## src/rtl/signal_activity_monitor.sv

```systemverilog
// N-channel activity monitor: reports channels that never toggled during a programmable window.
// Optional STUCK_VAL output (constant level of idle channels) enabled by SIGNAL_ACTIVITY_MONITOR_STUCK_VAL_EN.
module signal_activity_monitor #(
    parameter int NUM_CH = 8,
    parameter int WIN_W  = 16,
    parameter int CNT_W  = $clog2(NUM_CH + 1)
) (
    input  logic              clk,
    input  logic              rst_n,
    input  logic              start_i,
    input  logic              abort_i,
    input  logic [WIN_W-1:0]  win_len_i,
    input  logic [NUM_CH-1:0] sig_i,
    output logic              busy_o,
    output logic              rpt_valid_o,
    input  logic              rpt_ready_i,
    output logic [NUM_CH-1:0] idle_mask_o,
    output logic [CNT_W-1:0]  idle_cnt_o
`ifdef SIGNAL_ACTIVITY_MONITOR_STUCK_VAL_EN
    ,
    output logic [NUM_CH-1:0] stuck_val_o
`endif
);

    typedef enum logic [1:0] {
        ST_IDLE,
        ST_ARM,
        ST_OBSERVE,
        ST_REPORT
    } state_t;

    state_t            state_reg;
    logic [WIN_W-1:0]  cnt_reg;
    logic [NUM_CH-1:0] seen_reg;
    logic [NUM_CH-1:0] prev_reg;
    logic              busy_reg;
    logic              rpt_valid_reg;
    logic [NUM_CH-1:0] mask_reg;
    logic [CNT_W-1:0]  idle_cnt_reg;

    logic [NUM_CH-1:0] seen_next;
    logic [NUM_CH-1:0] mask_next;
    logic [CNT_W-1:0]  pop_next;
    logic [WIN_W-1:0]  win_load;

    // A zero-length request still observes one cycle.
    assign win_load = (win_len_i == '0) ? '0 : win_len_i - WIN_W'(1);

    for (genvar gi = 0; gi < NUM_CH; gi++) begin : g_ch
        assign seen_next[gi] = seen_reg[gi] | (sig_i[gi] ^ prev_reg[gi]);
        assign mask_next[gi] = ~seen_next[gi];
    end

    always_comb begin
        pop_next = '0;
        for (int i = 0; i < NUM_CH; i++) begin
            pop_next = pop_next + CNT_W'(mask_next[i]);
        end
    end

`ifdef SIGNAL_ACTIVITY_MONITOR_STUCK_VAL_EN
    logic [NUM_CH-1:0] stuck_reg;
    assign stuck_val_o = stuck_reg;

    always_ff @(posedge clk or negedge rst_n) begin
        if (!rst_n) begin
            stuck_reg <= '0;
        end else if (state_reg == ST_OBSERVE && !abort_i && cnt_reg == '0) begin
            // An idle channel's current level equals its ARM sample.
            stuck_reg <= sig_i & mask_next;
        end
    end
`endif

    always_ff @(posedge clk or negedge rst_n) begin
        if (!rst_n) begin
            state_reg     <= ST_IDLE;
            cnt_reg       <= '0;
            seen_reg      <= '0;
            prev_reg      <= '0;
            busy_reg      <= 1'b0;
            rpt_valid_reg <= 1'b0;
            mask_reg      <= '0;
            idle_cnt_reg  <= '0;
        end else begin
            case (state_reg)
                ST_IDLE: begin
                    if (start_i) begin
                        state_reg <= ST_ARM;
                        cnt_reg   <= win_load;
                        busy_reg  <= 1'b1;
                    end
                end
                ST_ARM: begin
                    prev_reg <= sig_i;
                    seen_reg <= '0;
                    if (abort_i) begin
                        state_reg <= ST_IDLE;
                        busy_reg  <= 1'b0;
                    end else begin
                        state_reg <= ST_OBSERVE;
                    end
                end
                ST_OBSERVE: begin
                    seen_reg <= seen_next;
                    prev_reg <= sig_i;
                    if (abort_i) begin
                        state_reg <= ST_IDLE;
                        busy_reg  <= 1'b0;
                    end else if (cnt_reg == '0) begin
                        mask_reg      <= mask_next;
                        idle_cnt_reg  <= pop_next;
                        state_reg     <= ST_REPORT;
                        busy_reg      <= 1'b0;
                        rpt_valid_reg <= 1'b1;
                    end else begin
                        cnt_reg <= cnt_reg - WIN_W'(1);
                    end
                end
                ST_REPORT: begin
                    if (rpt_ready_i) begin
                        rpt_valid_reg <= 1'b0;
                        if (start_i) begin
                            state_reg <= ST_ARM;
                            cnt_reg   <= win_load;
                            busy_reg  <= 1'b1;
                        end else begin
                            state_reg <= ST_IDLE;
                        end
                    end
                end
                default: begin
                    state_reg <= ST_IDLE;
                    busy_reg  <= 1'b0;
                end
            endcase
        end
    end

    assign busy_o      = busy_reg;
    assign rpt_valid_o = rpt_valid_reg;
    assign idle_mask_o = mask_reg;
    assign idle_cnt_o  = idle_cnt_reg;

endmodule
```

## config.mk

```make
export PLATFORM = sky130hd
export DESIGN_NAME = signal_activity_monitor
export DESIGN_NICKNAME = d
export VERILOG_FILES = /design/src/rtl/signal_activity_monitor.sv
export SDC_FILE = /design/constraint.sdc
export NUM_CORES = 1
export LEC_CHECK = 0
export ABC_CLOCK_PERIOD_IN_PS = 3900
export CAP_MARGIN = 15
export CORE_UTILIZATION = 55
export CTS_CLUSTER_SIZE = 30
export DETAILED_ROUTE_END_ITERATION = 12
export PLACE_DENSITY = 0.78
export SYNTH_ARGS = -nofsm -noshare
export SYNTH_HDL_FRONTEND = slang
export SYNTH_SLANG_ARGS = --single-unit
```

## constraint.sdc

```tcl
create_clock -name clk -period 3.9 [get_ports clk]
set_input_delay 0.585 -clock clk [delete_from_list [all_inputs] [get_ports clk]]
set_output_delay 0.585 -clock clk [all_outputs]
set_load 0.1 [all_outputs]
```

==> summary.md, run 1 <==
The flow ran to the end, and the final reports show no timing, DRC or antenna violations. The number of gates resized after CTS was 0. Critical setup path kind: in -> reg. The run gives 4760 um as the post-DP HPWL.

The min-delay analysis places its worst path in the category in -> async. The largest fanout on the critical path was 2; the first-iteration detailed-routing DRC count was 101. The combinational cell fraction of total power is 55.5%, and the average cell area after synthesis is 9.35 um^2. Counting the buffers created by CTS gives 5. After Yosys synthesis, full adders, half adders and majority gates account for 7.34% of the synthesized area.

The proportion of register bits with asynchronous set or reset after synthesis was 100%; the global-route total usage across every layer was 24.8%. The data arrival time of the critical path is 3.79 ns, and the final RePlAce weighted congestion is 0.856. The logs give 1650 um^2 for the area of the multi-input gates and 43 for the total I/O pin count. The first detailed-routing pass took 4 iterations.

The floorplan step set the die height to 75.4 um. The total of fill cells in the finished design is 447, and the synthesized netlist cell count is 317. When the netlist entered floorplanning its net count stood at 361. After Yosys synthesis, XOR and XNOR cells account for 6.20% of the synthesized area. In the post-route analysis, the smallest setup slack over all paths is 0.334 ns. The row count came out at 26. Initial antenna violation count: 0.

Synthesis inferred 48 register bits. For this run, the share of the core covered by cells in the final layout is 69.9%. In the final routing, the length of wire on met1 measures 2930 um. The clock-pin slew of the registers on the worst-case setup and hold paths is 0.09 ns, and the power density of the placed cells is 768 nW/um^2. The number of global-route vias before repair is 2349.

Entering global routing, the biggest net connects 49 pins. Peak clock frequency supported by timing: 280 MHz. The tools report the area of the mapped netlist as 2970 um^2. The worst setup path is captured at a register.

The fraction of the yosys area taken by sequential cells was 40.5%; the leakage power summed over all cells was 1.52 nW. The post-synthesis share of cell area spent on and, or, nand and nor gates is 21.6%. The number of nets with antenna violations after detailed routing is 0, and the share of the clock period used by the worst path after layout is 91.4%. The number of hold violations in the final report was 0; the area of the core was 5140 um^2. The clock tree synthesis step divided the H-tree into 2 levels.

The tools report the initial standard-cell utilization of the core as 57.7%. Summing the areas of all compound-gate instances in the mapped netlist gives 14.3% of the synthesized area. The area enclosed by the die boundary came out at 5690 um^2.

The number of maximum-capacitance constraint violations is 0. Post-route standard cell area excluding fillers: 3590 um^2. After detailed routing, no signal wire sits above met4. For the reg-to-reg setup timing slack, the log shows 0.71 ns. The root buffer cell chosen for the clock tree is sky130_fd_sc_hd__clkbuf_8.

From synthesis to final layout, the design area changed by 21.1%. Placement-stage cell area: 3450 um^2. The global-route wire length before repair came out at 10600 um. The endpoint required time on the critical path is 4.12 ns. Setup violations remaining at the end of the flow were counted as 0. At the later pin of the worst-skew pair, clock insertion delay measures 0.30 ns. TritonCTS built the clock tree. The sequential cells in the finished layout cover a total of 1200 um^2. Of the cells placed in the final design, the portion with a size suffix greater than 1 is 9.09%.

The number of diodes added for antenna fixing was 0; the switching power total was 1.20 mW. The number of remaining DRC errors was 0; the routed wirelength normalized by instance count was 14.9 um. For the final worst hold slack, the log shows 0.145 ns. Share of total power in sequential cells: 30.6%.

The via density per instance works out to 5.79. Buffers added to address setup during post-CTS repair amount to 0. For the pin with the worst max-slew slack, the measured transition is 0.997 ns. The worst pin sits at a relative slew slack of 33.3%. For the internal power, the log shows 1.56 mW. From left edge to right edge, the die measures 75.4 um. The logs give 0 for the total congestion overflow and 0.000441 V for the maximum ir drop on the vdd rail. Summed over all layers, the routed wires come to 6440 um. The critical path launch point type is an input port. At the end of the flow, the number of nets in the layout was 406. The completed layout was analyzed and its total power is 2.76 mW.

The routed layout has 2505 vias. The worst slack at placement was -0.0199 ns; the number of warnings reported in the yosys synthesis log was 0. The logs give 194 um for the met3 wirelength from detailed routing and 13.9% for the part of the power in the clock network. Between clock sinks in the finished design, the worst skew comes to 0.00510 ns.

The portion of synthesized area spent on multiplexers is 5.99%. After synthesis, the largest family of logic cells by area is simple AND/OR/NAND/NOR gates. Setup repair after global routing left no endpoint under its margin. The clock passes through at most 2 buffers. The run gives 3230 um as the met2 wirelength from detailed routing. Yosys mapped a number of flops with a built-in enable equal to 0. The proportion of total power due to net switching works out to 43.6%.

The clock net in this run drives a total of 48 sinks. The most used flip-flop cell after synthesis is sky130_fd_sc_hd__dfrtp_1. For the count of final max-slew check failures, the log shows 0. The final critical-path required period came out at 3.57 ns. For this design, the CTS-stage hold fixing added 0 buffers. The register with the most flip-flops in the layout has 16 of them.

In this run the tool buffered the top-level ports with 42 buffer cells. The number of library cell types mapped by synthesis is 50.
## worst paths after layout
path,start,endpoint,depth (start not counted)
max,sig_i[3],idle_cnt_o[2]$_DFFE_PN0P_,13
min,rst_n,idle_mask_o[2]$_DFFE_PN0P_,1
max reg2reg,prev_reg[3]$_DFFE_PN0N_,idle_cnt_o[2]$_DFFE_PN0P_,12
min reg2reg,idle_cnt_o[3]$_DFFE_PN0P_,idle_cnt_o[3]$_DFFE_PN0P_,2
max in group asynchronous,rst_n,prev_reg[1]$_DFFE_PN0N_,2
min in group clk,idle_cnt_o[3]$_DFFE_PN0P_,idle_cnt_o[3]$_DFFE_PN0P_,2
## metal layers
layer / track usage (%) / vias to the layer above
met3: 4.23 / 6
li1: - / 1228
met2: 41.4 / 71
met5: 0 / -
met4: 7.82 / 0
met1: 33.1 / 1200
## cells in the mapped netlist, types with 2 or more instances
master                      n  share of area [%]
sky130_fd_sc_hd__o41ai_1    2               0.59
sky130_fd_sc_hd__o31ai_1    5                1.3
sky130_fd_sc_hd__buf_2      2               0.34
sky130_fd_sc_hd__nor3_1    11                1.9
sky130_fd_sc_hd__nand2b_1   8                1.7
sky130_fd_sc_hd__a31oi_1    2               0.42
sky130_fd_sc_hd__xnor2_1    4                1.2
sky130_fd_sc_hd__inv_1     19                2.4
sky130_fd_sc_hd__clkbuf_1   4               0.51
sky130_fd_sc_hd__nor4b_1    3               0.89
sky130_fd_sc_hd__a21oi_1    7                1.2
sky130_fd_sc_hd__mux2_2    14                5.3
sky130_fd_sc_hd__or4_1      5                1.3
sky130_fd_sc_hd__o21ai_0   15                2.5
sky130_fd_sc_hd__fa_1       4                2.7
sky130_fd_sc_hd__mux2i_1    2               0.68
sky130_fd_sc_hd__xor2_1    17                5.0
sky130_fd_sc_hd__o21ai_1    4               0.68
sky130_fd_sc_hd__nand2_1   40                5.1
sky130_fd_sc_hd__o22ai_1    6                1.3
sky130_fd_sc_hd__and2_1     2               0.42
sky130_fd_sc_hd__ha_1      11                4.6
sky130_fd_sc_hd__a221o_1   10                3.4
sky130_fd_sc_hd__dfrtp_1   48                 41
sky130_fd_sc_hd__nand4_1    6                1.3
sky130_fd_sc_hd__nand3_1    7                1.2
sky130_fd_sc_hd__nor4_1     6                1.3
sky130_fd_sc_hd__or3_1      3               0.63
sky130_fd_sc_hd__nor2_1    29                3.7
## cell type report
cell class,count,share of cell area [%]
well taps,70,2.44
inverters,19,1.99
repair buffers,47,13.0
multi-input cells,241,45.8
flip-flops and latches,48,33.4
clock inverters,2,1.08
clock buffers,6,2.30
## placed cells by master, fill, tap and decap left out, types with 7 or more instances in the layout
cell type / count
sky130_fd_sc_hd__ha_1: 11
sky130_fd_sc_hd__nor2_1: 29
sky130_fd_sc_hd__a221o_1: 10
sky130_fd_sc_hd__a21oi_1: 7
sky130_fd_sc_hd__dfrtp_1: 48
sky130_fd_sc_hd__nand2_1: 40
sky130_fd_sc_hd__nand2b_1: 8
sky130_fd_sc_hd__xor2_1: 17
sky130_fd_sc_hd__nand3_1: 7
sky130_fd_sc_hd__o21ai_0: 15
sky130_fd_sc_hd__nor3_1: 11
sky130_fd_sc_hd__clkdlybuf4s50_1: 41
sky130_fd_sc_hd__mux2_2: 14
sky130_fd_sc_hd__inv_1: 19
## per-stage QoR
step                cells  setup TNS, ns
floorplan             317              0
global placement      424              0
detailed placement    424        -0.0199
CTS                   432              0
global route          433              0
finish                433              0
## logic make-up after synthesis
kind of cell / after synthesis
buf+inv: 28
fa+ha+maj: 15
flops: 48
simple gates: 128
xor+xnor: 21
mux: 16
compound gates: 61
## power groups by stage
| stage | logic [mW] | clock network, mW | registers [mW] |
|---|---|---|---|
| after floorplan | 1.09 | 0 | 0.913 |
| after global placement | 1.47 | 0 | 0.836 |
| after detailed placement | 1.54 | 0 | 0.845 |
| after CTS | 1.55 | 0.389 | 0.840 |
| after global routing | 1.74 | 0.408 | 0.871 |
| final | 1.53 | 0.382 | 0.844 |
## critical path, cell delays in order
cell,delay [ns]
sky130_fd_sc_hd__clkdlybuf4s50_1,0.49
sky130_fd_sc_hd__xor2_1,0.14
sky130_fd_sc_hd__nor2_1,0.08
sky130_fd_sc_hd__fa_1,0.55
sky130_fd_sc_hd__inv_1,0.05
sky130_fd_sc_hd__fa_1,0.47
sky130_fd_sc_hd__inv_1,0.05
sky130_fd_sc_hd__fa_1,0.48
sky130_fd_sc_hd__ha_1,0.16
sky130_fd_sc_hd__inv_1,0.05
sky130_fd_sc_hd__fa_1,0.37
sky130_fd_sc_hd__xor2_1,0.16
sky130_fd_sc_hd__o21ai_0,0.13
Note: power is estimated with default switching activity, not from simulation.
==> run 2: changes to the inputs <==
--- a/config.mk
+++ b/config.mk
@@ -7,10 +7,10 @@
 export LEC_CHECK = 0
 export ABC_CLOCK_PERIOD_IN_PS = 3900
 export CAP_MARGIN = 15
-export CORE_UTILIZATION = 55
-export CTS_CLUSTER_SIZE = 30
+export CORE_UTILIZATION = 50
+export CTS_CLUSTER_SIZE = 25
 export DETAILED_ROUTE_END_ITERATION = 12
-export PLACE_DENSITY = 0.78
+export PLACE_DENSITY = 0.71
 export SYNTH_ARGS = -nofsm -noshare
 export SYNTH_HDL_FRONTEND = slang
 export SYNTH_SLANG_ARGS = --single-unit
==> run 2 against run 1 <==
Core utilization fell by 6.5 points. Global-route usage shrank 2.6 points. Non-clock buffer count down 1. Final cell count is 0.23% higher. Sequential share of layout area up 0.37 points. Clock-buffer cell count is 1 lower.
==> summary.md, run 2 (same netlist as run 1, synthesis figures left out) <==
The number of global-route vias before repair is 2401 (+2.2%), and the routed wire length is 6340 um (-1.5%). The worst stage delay on the critical path works out to 0.53 ns (-0.02 ns). The first-pass iteration count of the detailed router was 4 (unchanged); the number of nets with antenna violations after detailed routing was 0 (unchanged).

The tools report the reg-to-reg critical path startpoint as prev_reg[0]$_DFFE_PN0N_. The critical setup path kind is in -> reg. In this run the worst hold path is classified as in -> async. The TritonCTS sink count was 48 (unchanged); the maximum ir drop on the vdd rail was 0.000406 V (-7.9%). Largest fanout on the critical path: 3 (+1). The logs give 22.1% (-2.6 points) for the global-route total usage across every layer and 3550 um^2 (-1.1%) for the post-route standard cell area excluding fillers. The insertion delay of the later-clocked pin in the worst-skew pair was 0.30 ns (about the same).

For the endpoint required time on the critical path, the log shows 4.12 ns (about the same). In this run the clock root is driven by a sky130_fd_sc_hd__clkbuf_8. The via density per instance is 5.71 (-1.2%), and the number of remaining DRC errors is 0 (unchanged).

The global-route wire length before repair came out at 10900 um (+2.3%). For the total vias in the final route, the log shows 2480 (-1.0%). The routed wirelength normalized by instance count is 14.6 um (-1.7%), and the pin count of the biggest net entering global routing is 49 (unchanged). Leakage power summed over all cells: 1.50 nW (-1.2%). The final total negative setup slack is 0 ns (unchanged), and the count of hold buffers inserted by post-cts repair is 0 (unchanged).

The number of diodes added for antenna fixing is 0 (unchanged). Setup repair after global routing left no endpoint under its margin. The clock-pin slew of the registers on the worst-case setup and hold paths works out to 0.09 ns (about the same).

The data arrival time of the critical path was 3.78 ns (about the same). The area of the core was 5610 um^2 (+9.1%). Critical path launch point type: an input port. For the met1 usage in global routing, the log shows 28.2% (-4.9 points). For the number of clock buffers inserted by TritonCTS, the log shows 5 (unchanged). The run gives 3.33% (-0.90 points) as the global routing usage on met3. The run gives 2.64 mW (-4.4%) as the total power after layout. The placement-stage cell area was 3450 um^2 (-0.15%); the total of buffers placed on input and output ports was 42 (unchanged).

The capturing point of the worst reg2reg path is idle_cnt_o[2]$_DFFE_PN0P_. STA classifies the critical path endpoint as a register. TritonCTS built the clock tree. The initial antenna violation count is 0 (unchanged). The row count was 27 (+3.8%). Walking the worst path, the cells encountered are clkdlybuf4s50_1, xor2_1, nor2_1, fa_1, inv_1, fa_1, inv_1, fa_1, ha_1, inv_1, fa_1, xor2_1, o21ai_0.

For the peak clock frequency supported by timing, the log shows 281 MHz (+0.11%). Number of maximum-capacitance constraint violations: 0 (unchanged). The global routing stage identified its most utilized layer as met2. The final critical-path required period is 3.56 ns (-0.00393 ns), and the area enclosed by the die boundary is 6240 um^2 (+9.7%). The total congestion overflow came out at 0 (unchanged).

The relative max-transition margin came out at 34.8% (+1.5 points). The number of nets in the finished design is 405 (-0.25%), and the total I/O pin count is 43 (unchanged). The commonest non-fill, non-tap cell in the layout was sky130_fd_sc_hd__dfrtp_1.

The logs give 143 (+42%) for the first-iteration detailed-routing DRC count and 2 (unchanged) for the maximum clock insertion buffer count. The final RePlAce weighted congestion was 0.826 (-3.5%); the vertical die dimension was 79.0 um (+4.8%). Maximum level of the CTS H-tree: 2 (unchanged).

The initial standard-cell utilization of the core came out at 52.9% (-4.8 points). In the layout the commonest cells are sky130_fd_sc_hd__dfrtp_1 (48), sky130_fd_sc_hd__clkdlybuf4s50_1 (41), sky130_fd_sc_hd__nand2_1 (40), sky130_fd_sc_hd__nor2_1 (29), sky130_fd_sc_hd__inv_1 (19). The power density of the placed cells was 742 nW/um^2 (-3.4%). The global-route track usage on met2 was 37.4% (-4.0 points); the number of hold violations in the final report was 0 (unchanged). The setup violation total in the final timing report came out at 0 (unchanged).

Relative to the synthesized area, the layout overhead comes to 19.8%. The reg-to-reg setup timing slack was 0.69 ns (-0.02 ns). The die outline width is 79.0 um (+4.8%), and the share of the clock period used by the worst path after layout is 91.3% (-0.10 points). The run finished with clean final reports. The number of flip-flops under the largest register name is 16 (unchanged). The logs give 0 (unchanged) for the count of instances resized after the clock tree is built and 0.338 ns (+0.00393 ns) for the worst-case setup margin in the final layout.

Post-DP HPWL: 4740 um (-0.44%). The post-route clock skew is 0.00454 ns (-0.000560 ns). The cell that appears most often on the critical path is sky130_fd_sc_hd__fa_1. The count of final max-slew check failures is 0 (unchanged).

The tools report the worst slack at placement as 0.00661 ns (+0.0265 ns). The setup fix buffers added after clock tree synthesis was 0 (unchanged). The slowest stage of the critical path is the sky130_fd_sc_hd__fa_1 cell.

The worst reg-to-reg path cell count was 12 (unchanged). The final worst hold slack was 0.218 ns (+0.0733 ns). The critical path starts at sig_i[0].

The fraction of layout instances using a drive strength above 1 was 8.84% (-0.25 points). The slew at the pin closest to its max-slew limit came out at 0.974 ns (-0.0224 ns).
[run 2: worst max-delay path: cells and delay by family]
kind / cells / cell delay (ns)
compound gates: 1 / 0.14
xor+xnor: 2 / 0.31
fa+ha+maj: 5 / 2.00
buf+inv: 4 / 0.63
simple gates: 1 / 0.10
[run 2: routing by layer]
metal  share of wire (%)  up-vias
met5                   0        -
met4                 2.1        0
met3                 3.8        9
met2                  48       67
met1                  46     1184
li1                    -     1220
[run 2: how the worst max path moves through the flow]
stage / end
CTS: idle_cnt_o[2]$_DFFE_PN0P_
detailed placement: idle_cnt_o[2]$_DFFE_PN0P_
floorplan: idle_cnt_o[2]$_DFFE_PN0P_
global placement: idle_cnt_o[2]$_DFFE_PN0P_
finish: idle_cnt_o[2]$_DFFE_PN0P_
global route: idle_cnt_o[2]$_DFFE_PN0P_
[run 2: area by class of cell]
cell class	instances	area, um^2
Clock buffer	5	68.8
Clock inverter	3	18.8
Fill cell	498	2050
Inverter	19	71.3
Multi-Input combinational cell	241	1650
Sequential cell	48	1200
Tap cell	72	90.1
Timing Repair Buffer	46	458
[run 2: where the power goes]
part	switching [mW]	total [mW]	internal, mW
Sequential	0.172	0.840	0.668
Clock	0.175	0.301	0.125
Combinational	0.832	1.49	0.663
Total	1.18	2.64	1.46
[run 2: metrics by stage]
step | utilization, % | instances
after floorplan | - | 317
after global placement | 61.4 | 425
after detailed placement | 61.4 | 425
after CTS | 63.0 | 433
after global routing | 63.4 | 434
final | 63.4 | 434
